--- src/rtl/cdec_dp_param_if.sv ---
// Memory bus between the cdec datapath (master) and the memory (slave).
interface cdec_dp_param_if #(
    parameter int DW = 8
);
    logic [DW-1:0] adrs;      // memory address (MAR)
    logic [DW-1:0] data_in;   // read data from memory
    logic [DW-1:0] data_out;  // write data to memory (WDR)
    logic          mem_rd;    // read request, held until acknowledged
    logic          mem_wr;    // write request, held until acknowledged
    logic          mem_ack;   // completion strobe from memory

    modport master (
        output adrs, data_out, mem_rd, mem_wr,
        input  data_in, mem_ack
    );

    modport slave (
        input  adrs, data_out, mem_rd, mem_wr,
        output data_in, mem_ack
    );
endinterface

--- src/rtl/cdec_dp_param.sv ---
// cdec_dp_param: microcoded datapath with a single XBUS, an ALU, NGPR general
// registers and a three-state memory handshake FSM. Register writes are frozen
// while a memory access is outstanding.
// Optional debug monitor: define CDEC_DBG_MON_EN to drive resdt_o from resad_i;
// otherwise resdt_o is tied to zero.
module cdec_dp_param #(
    parameter int DW   = 8,
    parameter int NGPR = 3
) (
    input  logic            clk_i,
    input  logic            rst_i,
    input  logic [16:0]     ctrl_i,
    cdec_dp_param_if.master mem_if,
    output logic            busy_o,
    output logic [DW-1:0]   i_o,
    output logic [2:0]      szcy_o,
    input  logic [7:0]      resad_i,
    output logic [DW-1:0]   resdt_o
);
    typedef enum logic [1:0] {
        IDLE    = 2'd0,
        RD_WAIT = 2'd1,
        WR_WAIT = 2'd2
    } state_t;

    state_t state_q, state_d;

    // Microcode word fields
    logic [1:0] mmrw;
    logic       fwr;
    logic       rwr;
    logic [3:0] xdst;
    logic [4:0] aluop;
    logic [3:0] xsrc;
    assign {mmrw, fwr, rwr, xdst, aluop, xsrc} = ctrl_i;

    // Architectural registers
    logic [DW-1:0] pc_q, mar_q, wdr_q, t_q, ir_q, r_q, rdr_q;
    logic [4:0]    flg_q;                 // {0, S, Z, Cy, 0}
    logic [DW-1:0] g_q [NGPR];
    logic [NGPR-1:0] g_we;

    logic [DW-1:0] xbus;
    logic [DW:0]   alu_wide;              // {carry/borrow, result}
    logic [DW-1:0] alu_res;
    logic          alu_s, alu_z, alu_cy;
    logic          wr_en;                 // register writes allowed this cycle
    logic          rdr_ld;                // capture read data into RDR
    logic          mem_rd, mem_wr;

    assign mem_if.adrs     = mar_q;
    assign mem_if.data_out = wdr_q;
    assign mem_if.mem_rd   = mem_rd;
    assign mem_if.mem_wr   = mem_wr;
    assign i_o             = ir_q;
    assign szcy_o          = flg_q[3:1];

    // XBUS source select; unassigned codes float to all-ones
    always_comb begin
        xbus = '1;
        case (xsrc)
            4'd0:    xbus = pc_q;
            4'd1:    xbus = r_q;
            4'd2:    xbus = rdr_q;
            4'd3:    xbus = DW'(flg_q);
            default: ;
        endcase
        for (int k = 0; k < NGPR; k++) begin
            if (xsrc == 4'(8 + k)) begin
                xbus = g_q[k];
            end
        end
    end

    // ALU: one extra bit carries carry-out, borrow or the shifted-out bit
    always_comb begin
        alu_wide = {1'b0, xbus};
        case (aluop)
            5'd1:    alu_wide = {1'b0, xbus} + {1'b0, t_q};
            5'd2:    alu_wide = {1'b0, xbus} + {1'b0, t_q} + {{DW{1'b0}}, flg_q[1]};
            5'd3:    alu_wide = {1'b0, xbus} - {1'b0, t_q};
            5'd4:    alu_wide = {1'b0, xbus} - {1'b0, t_q} - {{DW{1'b0}}, flg_q[1]};
            5'd5:    alu_wide = {1'b0, xbus & t_q};
            5'd6:    alu_wide = {1'b0, xbus | t_q};
            5'd7:    alu_wide = {1'b0, xbus ^ t_q};
            5'd8:    alu_wide = {1'b0, ~xbus};
            5'd9:    alu_wide = {1'b0, xbus} + {{DW{1'b0}}, 1'b1};
            5'd10:   alu_wide = {1'b0, xbus} - {{DW{1'b0}}, 1'b1};
            5'd11:   alu_wide = {xbus, 1'b0};
            5'd12:   alu_wide = {xbus[0], 1'b0, xbus[DW-1:1]};
            default: alu_wide = {1'b0, xbus};
        endcase
        alu_res = alu_wide[DW-1:0];
        alu_cy  = alu_wide[DW];
        alu_s   = alu_res[DW-1];
        alu_z   = (alu_res == '0);
    end

    // Memory FSM state register
    always_ff @(posedge clk_i or posedge rst_i) begin
        if (rst_i) begin
            state_q <= IDLE;
        end else begin
            state_q <= state_d;
        end
    end

    // Memory FSM next state, request strobes, stall and write gating
    always_comb begin
        state_d = state_q;
        mem_rd  = 1'b0;
        mem_wr  = 1'b0;
        busy_o  = 1'b0;
        wr_en   = 1'b0;
        rdr_ld  = 1'b0;
        case (state_q)
            IDLE: begin
                wr_en = 1'b1;
                if (mmrw == 2'b10) begin
                    state_d = RD_WAIT;
                    busy_o  = 1'b1;
                end else if (mmrw == 2'b01) begin
                    state_d = WR_WAIT;
                    busy_o  = 1'b1;
                end
            end
            RD_WAIT: begin
                mem_rd = 1'b1;
                busy_o = ~mem_if.mem_ack;
                if (mem_if.mem_ack) begin
                    rdr_ld  = 1'b1;
                    state_d = IDLE;
                end
            end
            WR_WAIT: begin
                mem_wr = 1'b1;
                busy_o = ~mem_if.mem_ack;
                if (mem_if.mem_ack) begin
                    state_d = IDLE;
                end
            end
            default: state_d = IDLE;
        endcase
    end

    // One write strobe per general register
    generate
        for (genvar gi = 0; gi < NGPR; gi++) begin : g_dec
            assign g_we[gi] = wr_en && (xdst == 4'(8 + gi));
        end
    endgenerate

    // Datapath registers; every write samples the pre-edge XBUS value
    always_ff @(posedge clk_i or posedge rst_i) begin
        if (rst_i) begin
            pc_q  <= '0;
            mar_q <= '0;
            wdr_q <= '0;
            t_q   <= '0;
            ir_q  <= '0;
            r_q   <= '0;
            rdr_q <= '0;
            flg_q <= '0;
            for (int k = 0; k < NGPR; k++) begin
                g_q[k] <= '0;
            end
        end else begin
            if (wr_en) begin
                case (xdst)
                    4'd0:    pc_q  <= xbus;
                    4'd1:    mar_q <= xbus;
                    4'd2:    wdr_q <= xbus;
                    4'd3:    t_q   <= xbus;
                    4'd4:    ir_q  <= xbus;
                    default: ;
                endcase
                if (rwr) begin
                    r_q <= alu_res;
                end
                if (fwr) begin
                    flg_q <= {1'b0, alu_s, alu_z, alu_cy, 1'b0};
                end
            end
            for (int k = 0; k < NGPR; k++) begin
                if (g_we[k]) begin
                    g_q[k] <= xbus;
                end
            end
            if (rdr_ld) begin
                rdr_q <= mem_if.data_in;
            end
        end
    end

`ifdef CDEC_DBG_MON_EN
    // Debug monitor read mux
    always_comb begin
        resdt_o = '0;
        case (resad_i)
            8'h00:   resdt_o = pc_q;
            8'h01:   resdt_o = ir_q;
            8'h02:   resdt_o = t_q;
            8'h03:   resdt_o = r_q;
            8'h04:   resdt_o = mar_q;
            8'h05:   resdt_o = mem_if.data_in;
            8'h06:   resdt_o = rdr_q;
            8'h07:   resdt_o = wdr_q;
            8'h0D:   resdt_o = DW'(flg_q);
            8'h0E:   resdt_o = DW'(state_q);
            default: ;
        endcase
        for (int k = 0; k < NGPR; k++) begin
            if (resad_i == 8'(16 + k)) begin
                resdt_o = g_q[k];
            end
        end
    end
`else
    assign resdt_o = '0;
    logic unused_resad;
    assign unused_resad = ^resad_i;
`endif

endmodule

--- src/flat_wrapper.sv ---
// flat-port wrapper written by rule: the top's interface ports become plain ports
module cdec_dp_param_flat 
#(
    parameter int DW   = 8,
    parameter int NGPR = 3
)
  (clk_i, rst_i, ctrl_i, busy_o, i_o, szcy_o, resad_i, resdt_o, mem_if_adrs, mem_if_data_out, mem_if_mem_rd, mem_if_mem_wr, mem_if_data_in, mem_if_mem_ack);
  cdec_dp_param_if #(.DW(DW)) mem_if_i ();
  input  logic clk_i;
  input  logic rst_i;
  input  logic [16:0] ctrl_i;
  output logic busy_o;
  output logic [DW-1:0] i_o;
  output logic [2:0] szcy_o;
  input  logic [7:0] resad_i;
  output logic [DW-1:0] resdt_o;
  output wire logic [$bits(mem_if_i.adrs)-1:0] mem_if_adrs;
  output wire logic [$bits(mem_if_i.data_out)-1:0] mem_if_data_out;
  output wire logic [$bits(mem_if_i.mem_rd)-1:0] mem_if_mem_rd;
  output wire logic [$bits(mem_if_i.mem_wr)-1:0] mem_if_mem_wr;
  input wire logic [$bits(mem_if_i.data_in)-1:0] mem_if_data_in;
  input wire logic [$bits(mem_if_i.mem_ack)-1:0] mem_if_mem_ack;
  assign mem_if_adrs = mem_if_i.adrs;
  assign mem_if_data_out = mem_if_i.data_out;
  assign mem_if_mem_rd = mem_if_i.mem_rd;
  assign mem_if_mem_wr = mem_if_i.mem_wr;
  assign mem_if_i.data_in = mem_if_data_in;
  assign mem_if_i.mem_ack = mem_if_mem_ack;
  cdec_dp_param #(.DW(DW), .NGPR(NGPR)) u_core (.clk_i(clk_i), .rst_i(rst_i), .ctrl_i(ctrl_i), .mem_if(mem_if_i), .busy_o(busy_o), .i_o(i_o), .szcy_o(szcy_o), .resad_i(resad_i), .resdt_o(resdt_o));
endmodule
--- config.mk ---
export PLATFORM = sky130hd
export DESIGN_NAME = cdec_dp_param_flat
export DESIGN_NICKNAME = d
export VERILOG_FILES = /design/src/rtl/cdec_dp_param_if.sv /design/src/rtl/cdec_dp_param.sv /design/src/flat_wrapper.sv
export SDC_FILE = /design/constraint.sdc
export NUM_CORES = 1
export LEC_CHECK = 0
export CAP_MARGIN = 20
export CORE_UTILIZATION = 35
export CTS_BUF_LIST = sky130_fd_sc_hd__clkbuf_4
export DETAILED_ROUTE_END_ITERATION = 8
export GPL_TIMING_DRIVEN = 0
export PLACE_DENSITY_LB_ADDON = 0.12
export REMOVE_ABC_BUFFERS = 1
export SETUP_SLACK_MARGIN = 0.15
export SLEW_MARGIN = 20
export SYNTH_ARGS = -nofsm -noshare
export SYNTH_HDL_FRONTEND = slang
export SYNTH_SLANG_ARGS = --single-unit
--- constraint.sdc ---
create_clock -name clk_i -period 5.5 [get_ports clk_i]
set_clock_uncertainty 0.05 [all_clocks]
set_input_delay 1.65 -clock clk_i [delete_from_list [all_inputs] [get_ports clk_i]]
set_output_delay 1.65 -clock clk_i [all_outputs]
set_load 0.02 [all_outputs]
---- Word-level counts from Yosys, hierarchy flattened ----
Index checks and enable logic that the tools add are counted.
storage, ports and cells
  bits in registers ....................... 85
  bits of input ports ..................... 36
  output and inout bits ................... 38
operators by class
  add/subtract/negate cells ............... 6
  equal/unequal tests ..................... 31
  muxes and demuxes ....................... 17
  bitwise operators ....................... 5
  reduce and logical (&&, ||, !) cells .... 16
operators with widths
  cell                 count
  $pmux 9 s12          1
  $pmux 8 s4           1
  $eq 5x4->1 const B   5
  $eq 4x4->1 const B   6
  $mux 8               3
  $eq 5x3->1 const B   4
  $eq 4x2->1 const B   4
  $reduce_and 2->1     8
  $eq 5x2->1 const B   2
  $add 8x1->9 const B  1
  $add 8x8->9          1
  $add 9x1->9          1
  $sub 8x1->9 const B  1
  $sub 8x8->9          1
  $sub 9x1->9          1
  $and 8x8->8          1
  $eq 4x1->1 const B   2
  $logic_not 4->1      2
  $logic_not 8->1      1
  $not 8->8            1
  $or 8x8->8           1
  $xor 8x8->8          1
  $mux 1               7
  $mux 2               3
  other kinds (12)     16

---- Depth between registers and ports, before layout ----
  depth after elaboration ................. 9
  gate-level depth with buffers ........... 21
  mapped depth without buffers ............ 18

---- Worst setup path before layout ----
OpenSTA, ideal clock, no wires.
  kind .................................... input -> register
  from .................................... input port ctrl_i[1]
  to ...................................... register u_core.flg_q[2]
  setup time .............................. 0.120 ns
  arrival ................................. 5.358 ns
  required time ........................... 5.330 ns
  path slack .............................. -0.029 ns
  stages on the path ...................... 17
  path buffers ............................ 3
  cells stage by stage .................... buf_2 > mux4_2 > nor2_1 > a221oi_1 > nor3_1 > clkbuf_1 > inv_1 > ha_1 > buf_6 > nand3b_1 > a31oi_1 > nor2_1 > or4_1 > xnor2_1 > a22oi_1 > a32o_1 > a41o_1
between the ends
  word-level cells in the longest chain between the ends .. 9
  elaborated cells between the ends (all ways) .. 23
  those cells by class .................... 6 x add/sub; 6 x eq/ne; 5 x mux; 4 x bitwise; 2 x reduce/logical
RTL lines
  element                                     RTL line                                  text
  start, declared                             flat_wrapper.sv:11                        input logic [16:0] ctrl_i;
  $eq 4x2->1 (tied with other cells)          cdec_dp_param.sv:61                       case (xsrc)
  $pmux 8 s4                                  cdec_dp_param.sv:61
  $mux 8 (2 in a row)                         cdec_dp_param.sv:69                       if (xsrc == 4'(8 + k)) begin
  $mux 8 (*)                                  cdec_dp_param.sv:69
  via u_core.xbus[2]                          cdec_dp_param.sv:43                       logic [DW-1:0] xbus;
  $sub 8x8->9 or $add 8x8->9 (tied branches)  n/a
  $sub 9x1->9 or $add 9x1->9 (tied branches)  cdec_dp_param.sv:82, cdec_dp_param.sv:80
  $pmux 9 s12 (*)                             cdec_dp_param.sv:78                       case (aluop)
  $logic_not 8->1 (*)                         cdec_dp_param.sv:96                       alu_z = (alu_res == '0);
  end signal, assigned                        cdec_dp_param.sv:181                      flg_q <= {1'b0, alu_s, alu_z, alu_cy, 1'b0};
  end, declared                               cdec_dp_param.sv:39                       logic [4:0] flg_q;
Mark *: on every way through the listed nets, which the timed path passes. The rest lies on a longest branch.
A chain may end at the register's enable or synchronous reset.

---- Final worst setup path ----
Same ends and word-level chain as after synthesis.

==> metrics <==
status=finished, final reports clean; hold buffers post-CTS=0; Syn-to-layout area delta=19.1%; Final period util=0.955; Core Region=16800 µm²; DR vias=5244; Synth Flop Type=dfrtp_1; root buffer cell=clkbuf_4; min Tclk post-route=5.25 ns; Core Util, Final=0.433; Net Sw Frac=0.449; die width=134 µm; die height=134 µm; unique cell type count in the Yosys netlist=75; largest family of logic cells by synthesized area=compound AO/OA/AOI/OAI gates; Synth async-reset ratio=1.00; post-synthesis cell count=695; total track usage=0.211; first-pass GRT wire length=28900 µm; multiplexer share of the synthesized area=0.0590; register area share after synthesis=0.349; PwrDens=547 nW/µm²; CTS tree=built; RSZ-0062 raised after global routing=no; DRT iter0 DRCs=350; DR pass1 iterations=5; layout cells sized above 1=0.139; Slew headroom=0.288; synthesized cell area=6090 µm²; row cnt=47; largest net degree at the start of global routing=48; Hold Fails Final Rpt=0; required time worst endpoint=5.87 ns; Worst Tran Pin Value=1.06 ns; Synth Register Bits=85; worst hold slack=0.444 ns; commonest non-fill, non-tap cell in the layout=dfrtp_1; DP Worst Slack=-1.91 ns; maximum clock path buffer count=2; die area=17900 µm²; switching pwr=1780 µW; Sink Count=85; Crit Path Class=input pin to register; Clock Latency Late Sink=0.48 ns; Starting Density=0.363; Synth Warn #=0; cts bufs inserted=9; net count reported at finish=821; vias in the first global route=5197; Comb power frac=0.595; Final setup viols=0; initial antenna violation count=1; syn avg cell area=8.76 µm²; Final Cell Area=7250 µm²; flop2flop setup slack=1.24 ns; Remaining DRCs=0; Leak=0.00308 µW; Slew Limit Fails=0; critical path launch point type=input pin; PnR worst setup slack=0.249 ns; ANT nets after route=0; Setup crit end kind=register; Worst-path clk slew=0.15 ns; I/O pin count=74; port buffer count=57; H-tree Lvls=3; xor/xnor cell area share of the yosys netlist=0.0399; MaxCap Viol Count=0; post-DP HPWL=13300 µm; cell-internal power=2180 µW; area share of and/or/nand/nor cells after synthesis=0.173; Compound-Gate Fraction of Synth Area=0.222; HP Class=register to register; CP max FO=19; Synth Area in Adders=0.0941; total wire length=18200 µm; CP Data Arrival Time=5.62 ns; dpl cell area=6830 µm²; Max IR drop VDD=0.000278 V; per-cell routed wire length=18.8 µm; share of power burned in registers=0.282; vias per cell=5.42; maximum clock rate=190 MHz; GRT overflow=0; clock power share=0.123; setup TNS=0 ns; RePlAce Congestion=0.874; most frequent cells in the layout=dfrtp_1 (85), nor2_1 (64), nand2_1 (63); number of synthesized flops with an enable pin=0
==> power groups by stage <==
stage | combinational (µW) | sequential [µW] | clock (µW)
after detailed placement | 2230 | 1130 | 0
after CTS | 2290 | 1120 | 505
after floorplan | 1440 | 1190 | 0
after global routing | 2590 | 1160 | 527
final | 2360 | 1120 | 488
after global placement | 2180 | 1120 | 0
==> registers in the layout, summed over array words and instances, names as in the netlist <==
signal and count:
u_core.g_q 24, u_core.i_o 8, u_core.mem_if.adrs 8, u_core.mem_if.data_out 8, u_core.flg_q 3, u_core.rdr_q 8
u_core.r_q 8, u_core.t_q 8, u_core.state_q 2, u_core.pc_q 8
==> metal layers <==
layer,vias to the layer above,GRT usage,wire [µm]
li1,2552,-,-
met1,2531,0.285,8600
met2,133,0.332,8340
met3,28,0.0465,809
met4,0,0.0732,452
met5,-,0,0
==> through the flow <==
stage          power [µW]  instances
2_1_floorplan        2640        658
3_3_place_gp         3300        935
3_5_place_dp         3360        941
4_1_cts              3910        959
5_1_grt              4270        967
6_report             3960        967
==> Yosys cell counts (7+ instances only) <==
cell type / instances / area (µm²)
dfrtp_1: 85 / 2130
nor2_1: 66 / 248
nand2_1: 63 / 236
a21oi_1: 61 / 305
o21ai_0: 57 / 285
ha_1: 41 / 513
inv_1: 41 / 154
clkbuf_1: 24 / 90.1
mux2_2: 17 / 191
nor3_1: 14 / 70.1
nor2b_1: 13 / 81.3
xnor2_1: 13 / 114
a22oi_1: 11 / 82.6
xor2_1: 11 / 96.3
mux2i_1: 10 / 100
nand2b_1: 10 / 62.6
buf_4: 9 / 67.6
and3_1: 7 / 43.8
o21a_1: 7 / 52.6
==> kinds of logic (layout without fill, tap and decap cells) <==
logic type,count (synthesis),after routing
and+or+nand+nor,216,216
AOI/OAI and AO/OA,207,207
buffers and inverters,86,130
DFF,85,85
adders and majority gates,44,44
muxes,30,30
xor gates and xnor gates,26,26
other,1,9
==> cell type report <==
type	instances	area (µm²)
clock buffers	9	67.6
inverters	42	160
diodes	1	2.50
well taps	220	275
repair buffers	72	712
multi-input cells	531	3780
fillers	1682	9510
clock inverters	7	128
flip-flops and latches	85	2130
==> worst max-delay path, stage by stage <==
cell and delay [ns]:
buf_6 0.18, mux4_2 0.54, nor2_1 0.13, a221oi_2 0.06, nor3_4 0.27, buf_6 0.19, inv_1 0.14, ha_4 0.31
buf_2 0.19, a2111oi_4 0.35, nor2_1 0.10, a221o_1 0.34, xnor2_2 0.21, xnor2_1 0.11, a221o_1 0.36, a22oi_2 0.26
a41o_1 0.21
==> final timing paths <==
path                                                  start                                end  cells past startpoint
worst max-delay path                              ctrl_i[1]        u_core.flg_q[2]$_DFFE_PP0P_                     17
worst min-delay path             u_core.g_q[14]$_DFFE_PP0P_         u_core.g_q[14]$_DFFE_PP0P_                      2
worst max register to register  u_core.flg_q[2]$_DFFE_PP0P_        u_core.flg_q[2]$_DFFE_PP0P_                     16
worst min register to register   u_core.g_q[14]$_DFFE_PP0P_         u_core.g_q[14]$_DFFE_PP0P_                      2
max in group asynchronous                             rst_i          u_core.r_q[6]$_DFFE_PP0P_                      3
min in group asynchronous                             rst_i  u_core.mem_if.adrs[6]$_DFFE_PP0P_                      2
==> what timing repair did <==
item                                   in CTS  in global routing
resized for setup                          38                 23
pin swaps                                   2                  6
cloned                                      0                  0
endpoints found under the hold margin       0                  0
setup endpoints to repair                  11                  6
setup buffers                               2                  7
Power figures use the tool's default switching activity.
